**config.mk**
```make
export PLATFORM = sky130hd
export DESIGN_NAME = dmem_wbuf_bridge
export DESIGN_NICKNAME = d
export VERILOG_FILES = /design/src/rtl/dmem_wbuf_bridge.sv
export SDC_FILE = /design/constraint.sdc
export NUM_CORES = 1
export LEC_CHECK = 0
export ABC_AREA = 1
export CAP_MARGIN = 10
export CORE_ASPECT_RATIO = 2
export CORE_MARGIN = 2
export CORE_UTILIZATION = 52
export CTS_CLUSTER_SIZE = 14
export DETAILED_ROUTE_END_ITERATION = 16
export PLACE_DENSITY = 0.84
export SYNTH_ARGS = -nofsm -noshare
export SYNTH_HDL_FRONTEND = slang
export SYNTH_SLANG_ARGS = --single-unit
```
**constraint.sdc**
```tcl
create_clock -name clk -period 5.1 [get_ports clk]
set_input_delay 1.02 -clock clk [delete_from_list [all_inputs] [get_ports clk]]
set_output_delay 1.02 -clock clk [all_outputs]
set_load 0.01 [all_outputs]
```
**src/rtl/dmem_wbuf_bridge.sv**
```systemverilog
// dmem_wbuf_bridge: posted-write FIFO between a core data port and a req/ack backing memory.
// Read forwarding from the buffer is enabled by defining DMEM_WBUF_FWD_EN.
module dmem_wbuf_bridge #(
  parameter int DEPTH = 4,
  parameter int AW = 7,
  parameter int DW = 32
) (
  input  logic          clk,
  input  logic          rst_n,
  input  logic          CEN,
  input  logic          WEN,
  input  logic          OEN,
  input  logic [AW-1:0] A,
  input  logic [DW-1:0] Data2Mem,
  output logic [DW-1:0] ReadDataMem,
  output logic          stall,
  output logic          mem_req,
  output logic          mem_we,
  output logic [AW-1:0] mem_addr,
  output logic [DW-1:0] mem_wdata,
  input  logic          mem_ack,
  input  logic [DW-1:0] mem_rdata
);
  localparam int PW = $clog2(DEPTH);
  localparam int CW = $clog2(DEPTH + 1);
  typedef enum logic [1:0] {IDLE, WR_REQ, RD_REQ, RD_DONE} state_t;
  state_t state_q, state_d;
  logic [AW-1:0] buf_addr_q [DEPTH];
  logic [DW-1:0] buf_data_q [DEPTH];
  logic [PW-1:0] head_q, head_d, tail_q, tail_d;
  logic [CW-1:0] count_q, count_d;
  logic [DW-1:0] rdata_q, rdata_d, fwd_data;
  logic wr, rd, full, enq, pop, hit, unused_cen;
  assign unused_cen = CEN;
  assign wr = !WEN;
  assign rd = !OEN && WEN;
  assign full = count_q == CW'(DEPTH);
  assign enq = wr && !full;
  assign pop = state_q == WR_REQ && mem_ack;
`ifdef DMEM_WBUF_FWD_EN
  // Scan oldest to youngest so the youngest matching entry wins.
  always_comb begin
    hit = 1'b0;
    fwd_data = '0;
    for (int i = 0; i < DEPTH; i++) begin
      if (CW'(i) < count_q && buf_addr_q[head_q + PW'(i)] == A) begin
        hit = 1'b1;
        fwd_data = buf_data_q[head_q + PW'(i)];
      end
    end
  end
`else
  assign hit = 1'b0;
  assign fwd_data = '0;
`endif
  assign head_d = head_q + PW'(pop);
  assign tail_d = tail_q + PW'(enq);
  assign count_d = count_q + CW'(enq) - CW'(pop);
  assign rdata_d = (state_q == RD_REQ && mem_ack) ? mem_rdata : rdata_q;
  always_ff @(posedge clk or negedge rst_n) begin
    if (!rst_n) begin
      state_q <= IDLE;
      head_q <= '0;
      tail_q <= '0;
      count_q <= '0;
      rdata_q <= '0;
    end else begin
      state_q <= state_d;
      head_q <= head_d;
      tail_q <= tail_d;
      count_q <= count_d;
      rdata_q <= rdata_d;
    end
  end
  always_ff @(posedge clk) begin
    if (enq) begin
      buf_addr_q[tail_q] <= A;
      buf_data_q[tail_q] <= Data2Mem;
    end
  end
  always_comb begin
    state_d = state_q;
    mem_req = 1'b0;
    mem_we = 1'b0;
    mem_addr = '0;
    mem_wdata = '0;
    case (state_q)
      IDLE: state_d = count_q != '0 ? WR_REQ : (rd && !hit) ? RD_REQ : IDLE;
      WR_REQ: begin
        mem_req = 1'b1;
        mem_we = 1'b1;
        mem_addr = buf_addr_q[head_q];
        mem_wdata = buf_data_q[head_q];
        state_d = mem_ack ? IDLE : WR_REQ;
      end
      RD_REQ: begin
        mem_req = 1'b1;
        mem_addr = A;
        state_d = mem_ack ? RD_DONE : RD_REQ;
      end
      default: state_d = IDLE;
    endcase
  end
  // Stall is combinational from decode, so it must be masked while reset is held.
  assign stall = rst_n && ((wr && full) || (rd && !hit && state_q != RD_DONE));
  assign ReadDataMem = state_q == RD_DONE ? rdata_q : (rd && hit) ? fwd_data : '0;
endmodule

```
==> results of run 1 <==
how the worst max path moves through the flow:
stage                             start                    endpoint  slack, ps
floorplan                           WEN  buf_addr_q[0][0]$_DFFE_PP_        600
finish              head_q[0]$_DFF_PN0_               mem_wdata[13]       1280
global placement                   A[5]                 mem_addr[5]       1720
detailed placement                 A[5]                 mem_addr[5]       1670
global route        head_q[0]$_DFF_PN0_                mem_wdata[0]       1090
CTS                 head_q[0]$_DFF_PN0_               mem_wdata[13]       1250
cell usage in the layout, fill, tap and decap left out, drive strengths merged:
cell / instances
a31oi: 1
xnor2: 1
buf: 12
dfrtp: 41
o22ai: 1
o21a: 1
clkdlybuf4s50: 148
nor3: 4
diode: 1
o21ai: 65
fa: 1
bufinv: 5
inv: 75
ha: 7
mux2: 32
clkinv: 3
clkinvlp: 2
xor2: 3
nand2: 88
nand3: 15
clkbuf: 20
edfxtp: 156
nor2: 135
a21oi: 40
sequential cells by signal (all words and copies together), names as in the netlist:
register and count:
tail_q 2, rdata_q 32, buf_data_q 128, buf_addr_q 28, state_q 2, count_q 3, head_q 2
cells by family after synthesis:
group           count (synthesis)  share of synthesized area (%)
simple gates                  242                          11.60
flops                         197                          69.75
buf+inv                       111                          5.762
compound gates                108                          6.740
mux                            32                          4.402
fa+ha+maj                       8                          1.314
xor+xnor                        4                         0.4280
Yosys cell counts, types with 2 or more instances:
| cell type | number |
|---|---|
| clkbuf_1 | 17 |
| xor2_1 | 3 |
| nand3_1 | 15 |
| inv_1 | 72 |
| nor2_1 | 134 |
| buf_2 | 11 |
| nand2_1 | 82 |
| o21ai_0 | 55 |
| buf_4 | 5 |
| edfxtp_1 | 156 |
| dfrtp_1 | 41 |
| buf_6 | 3 |
| buf_1 | 2 |
| mux2_2 | 32 |
| a21oi_1 | 40 |
| nor3_1 | 4 |
| ha_1 | 7 |
| o21ai_1 | 10 |
| nand2_2 | 6 |
routing by layer:
| metal | track usage [%] | up-vias |
|---|---|---|
| met5 | 0 | - |
| met4 | 10.35 | 0 |
| met3 | 5.768 | 31 |
| met2 | 40.26 | 190 |
| met1 | 22.05 | 2660 |
| li1 | - | 2624 |
stage by stage:
step           setup slack, ps  cell area [sq um]  hold WS (ps)  std cells  util [%]
6_report                  1285              10480         507.8       1055     68.16
5_1_grt                   1087              10480         519.1       1055     68.16
4_1_cts                   1250              10480         510.5       1054     68.14
3_5_place_dp              1673               9828         494.2       1022     63.92
3_3_place_gp              1720               9828         487.5       1022     63.92
2_1_floorplan            602.1               8187         478.4        702         -
final cells by class:
cell class                      count  area, sq um  area share (%)
Tap cell                          198        247.7           2.364
Clock buffer                       20        446.7           4.263
Sequential cell                   197         5713           54.52
Inverter                           73        274.0           2.615
Multi-Input combinational cell    394         2024           19.32
Clock inverter                     12        201.4           1.922
Timing Repair Buffer              160         1569           14.97
Antenna cell                        1        2.502         0.02388
power breakdown:
part / internal, mW / leakage [nW] / switching (mW)
Combinational: 0.851 / 1.96 / 1.21
Sequential: 2.15 / 1.97 / 0.128
Clock: 0.886 / 0.311 / 0.563
==> out/metrics.csv, run 1 <==
metric,value,unit
status,finished clean,
finClkSkew,7.057,ps
die_area,16820,sq um
die-height,181.4,um
route.met2.wl,9757,um
wirelength,17590,um
clockRootBuffer,clkbuf_16,
viasPerCell,5.218,
syn_nets,787,
clkLatencyLatePin,430,ps
cts_hold_buf,0,
finalHoldViolations,0,
synth-edff-count,156,
drc,0,
path_buf_inv,3,
rsz0062_at_grt,no,
setup_viol,0,
drt_iter0_drc,349,
synth_top_area_cell,edfxtp_1,
ir_drop,0.0003001,V
wl_met1,6262,um
dp_hpwl,10850,um
post_synth_inst_count,702,
path_cells,inv_2 -> buf_4 -> o21ai_0 -> a21oi_1 -> clkdlybuf4s50_1,
p_leak,4.241,nW
total_power,5.782,mW
min_path_cells,1,
hp-start,rdata_q[21]$_DFFE_PN0P_,
ys_seq_elements,197,
ant_nets,0,
antenna_found_initial,1,
power.density,551.8,nW/um^2
worst_pin_slew,1062,ps
fmax,262.1,MHz
layout-drive-gt1-share,10.40,%
cts_resized,0,
min_to,rdata_q[21]$_DFFE_PN0P_,
syn2layout_area_growth,28.00,%
ys_types,26,
wl_per_cell,16.67,um
portBuffers,149,
yosysWarnings,0,
num_rows,64,
nNetsFinal,928,
critical_path_class,reg -> out,
avgSynthCellArea,11.66,sq um
slowest_stage,inv_2,
reg2reg_depth,8,
post-cts-setup-buffer-count,0,
start_kind,register,
required,4080,ps
synth.area.top_cells,"edfxtp_1 57%, dfrtp_1 13%, nor2_1 6.1%, mux2_2 4.4%, nand2_1 3.8%",
cts.clk_slew.worst_paths,70,ps
r2r_slack,2940,ps
met3_length,1029,um
yosysSeqAreaShare,69.75,%
slew_violations,0,
die_x,92.72,um
cts_tree,yes,
max-cap-violations,0,
critPathMaxStageDelay,760,ps
grt_max_degree,80,
grt_pass1_wl,27810,um
gp_congestion,0.7312,
core_area,15370,sq um
synth_ff_type,edfxtp_1,
initial_core_util,53.25,%
n_fill_cell,1119,
cts_made_buffers,17,
grtUsageTotal,21.70,%
r2r_start,state_q[1]$_DFF_PN0_,
hold_class,reg -> reg,
min_period_over_period,74.81,%
relSlewSlack,29.13,%
period_needed,3815,ps
syn_area,8187,sq um
async_flop_share,20.81,%
cts_buffer_depth,2,
dr.pass1.iters,5,
grt_pass1_vias,5660,
synth_top_area_share,57.22,%
dr_total_vias,5505,
critical-path-top-delay-family,buffers and inverters,
r2r-end,count_q[2]$_DFF_PN0_,
crit_path_max_fanout,64,
crit_cells,5,
top_layer,met4,
cts_sinks,197,
htreeDepth,4,
tns,0,ps
arrival,2800,ps
ios,151,
grt.overflow.total,0,
cp-end-kind,output pin,
Power figures use the tool's default switching activity.
==> inputs of run 2 (changes only) <==
Settings changed: CORE_UTILIZATION 52 to 47, PLACE_DENSITY 0.84 to 0.81.
Clock period 5.1 ns to 3.21 ns, I/O delays scaled along.
==> run 2 against run 1 <==
Compared with the run above: sequential share of layout area is 0.085 points lower; sequential power is 59% higher; setup slack worse by 1100 ps; wire length is 2.1% higher; global-route usage is 1.9 points lower; first-iteration DRC count is 16% lower; register-to-register slack worse by 1900 ps; clock skew is 1.9 ps higher; core utilization is 7.1 points lower; critical path type unchanged; critical endpoint is now mem_wdata[24].
==> out/metrics.csv, run 2 (synthesis results as in run 1) <==
metric,value,unit,change
status,finished clean,,
ios,151,,unchanged
core_area,17190,sq um,+12%
grt.overflow.total,0,,unchanged
post-cts-setup-buffer-count,0,,unchanged
setup_viol,0,,unchanged
finalHoldViolations,0,,unchanged
largest_register_ff_count,128,,unchanged
hold_ws,314.2,ps,-193.5 ps
start_kind,register,,
critical_path_class,reg -> out,,
cp_common_cell,inv_1,,
combPwrFrac,37.4,%,+1.8 points
dr_total_vias,5481,,-0.44%
sw_frac_of_total,33.90,%,+1.1 points
grt_max_degree,80,,unchanged
initial_core_util,47.63,%,-5.6 points
cts_buffer_depth,2,,unchanged
layout_commonest_cell,edfxtp_1,,
path_buf_inv,4,,+1
dr.pass1.iters,4,,-1
dp_cells,1042,,+2.0%
cts_hold_buf,0,,unchanged
instances_no_fill,1074,,+1.8%
die_x,97.32,um,+5.0%
cp-end-kind,output pin,,
fmax,331.9,MHz,
gp_congestion,0.7588,,+3.8%
grt_pass1_wl,28350,um,+2.0%
syn2layout_area_growth,28.20,%,
ant_nets,0,,unchanged
clockRootBuffer,clkbuf_16,,
drc,0,,unchanged
die_area,18550,sq um,+10%
required,2570,ps,-1510 ps
relSlewSlack,47.10,%,+18 points
viasPerCell,5.103,,-2.2%
cts_sinks,197,,unchanged
diodes,0,,-1
p_switching,3.041,mW,+60%
arrival,2370,ps,-430 ps
dp_hpwl,11290,um,+4.1%
ir_drop,0.0004874,V,+62%
portBuffers,149,,unchanged
p_leak,4.257,nW,+0.36%
htreeDepth,4,,unchanged
power_frac_clock,22.3,%,-2.8 points
rsz0062_at_grt,no,,
tns,0,ps,unchanged
critPathMaxStageDelay,610,ps,-150 ps
cts_made_buffers,17,,unchanged
finClkSkew,8.966,ps,+1.909 ps
drt_iter0_drc,293,,-16%
cts_tree,yes,,
final_cell_mix,"156 x edfxtp_1, 148 x clkdlybuf4s50_1, 134 x nor2_1, 82 x nand2_1, 72 x inv_1",,
num_rows,68,,+6.3%
worst_pin_slew,790.7,ps,-270.8 ps
cts.clk_slew.worst_paths,70,ps,about the same
grtUsageTotal,19.78,%,-1.9 points
crit_path_max_fanout,16,,-75%
layout-drive-gt1-share,11.00,%,+0.60 points
min_period_over_period,93.87,%,
wirelength,17960,um,+2.1%
hold_class,in -> async,,
critical-path-top-delay-family,buffers and inverters,,
nNetsFinal,936,,+0.86%
n_fill_cell,1355,,+21%
antenna_found_initial,0,,-1
cts_resized,0,,unchanged
die-height,190.6,um,+5.1%
grt_pass1_vias,5653,,-0.12%
largest-register,buf_data_q,,
path_cells,inv_1 -> ha_1 -> inv_1 -> buf_4 -> a21oi_1 -> clkdlybuf4s50_1,,
power_frac_seq,40.3,%,+0.9 points
period_needed,3013,ps,
placed_area,9941,sq um,+1.1%
wl_per_cell,16.72,um,+0.31%
power.density,854.7,nW/um^2,+55%
biggestRegsByFlops,"buf_data_q: 128 flops, rdata_q: 32 flops, buf_addr_q: 28 flops",,
max-cap-violations,0,,unchanged
p_int,5.929,mW,+53%
final_cell_area,10500,sq um,+0.16%
clkLatencyLatePin,430,ps,about the same
slew_violations,0,,unchanged
slowest_stage,clkdlybuf4s50_1,,
## run 2: metal layers
metal / wire [um] / GRT usage (%) / up-vias / share of wire, %
met3: 855 / 4.619 / 15 / 4.8
li1: - / - / 2644 / -
met5: 0 / 0 / - / 0
met1: 6598 / 20.43 / 2673 / 37
met4: 289 / 5.983 / 0 / 1.6
met2: 10220 / 38.97 / 149 / 57
## run 2: path summary, 6_finish.rpt
check | from | end | slack (ps) | cells after the start
setup / recovery | state_q[1]$_DFF_PN0_ | mem_wdata[24] | 200 | 6
hold / removal | rst_n | rdata_q[25]$_DFFE_PN0P_ | 310 | 2
setup reg to reg | state_q[1]$_DFF_PN0_ | count_q[2]$_DFF_PN0_ | 1050 | 10
hold reg to reg | rdata_q[26]$_DFFE_PN0P_ | rdata_q[26]$_DFFE_PN0P_ | 510 | 1
min in group clk | rdata_q[26]$_DFFE_PN0P_ | rdata_q[26]$_DFFE_PN0P_ | 510 | 1
max in group asynchronous | rst_n | head_q[1]$_DFF_PN0_ | 2490 | 2
## run 2: power groups by stage
stage | Clock, mW | Sequential, mW | Combinational (mW)
after detailed placement | 0 | 3.67 | 3.40
final | 2.00 | 3.62 | 3.36
after floorplan | 0 | 3.64 | 1.96
after CTS | 2.04 | 3.62 | 3.42
after global routing | 2.14 | 3.67 | 3.71
after global placement | 0 | 3.64 | 3.31
## run 2: area by class of cell
cell class	count	area (sq um)	share of cell area, %
repair buffers	168	1667	15.88
flip-flops and latches	197	5713	54.43
well taps	210	262.8	2.504
clock inverters	10	67.56	0.6438
inverters	73	274.0	2.611
multi-input cells	394	2024	19.29
clock buffers	22	486.7	4.638
## run 2: per-stage QoR
| stage | util (%) | power, mW | setup slack (ps) |
|---|---|---|---|
| 2_1_floorplan | - | 5.598 | -909.9 |
| 3_3_place_gp | 57.84 | 6.941 | 455.1 |
| 3_5_place_dp | 57.84 | 7.069 | 446.7 |
| 4_1_cts | 61.07 | 9.073 | 186.3 |
| 5_1_grt | 61.07 | 9.520 | 113.1 |
| 6_report | 61.07 | 8.970 | 196.7 |
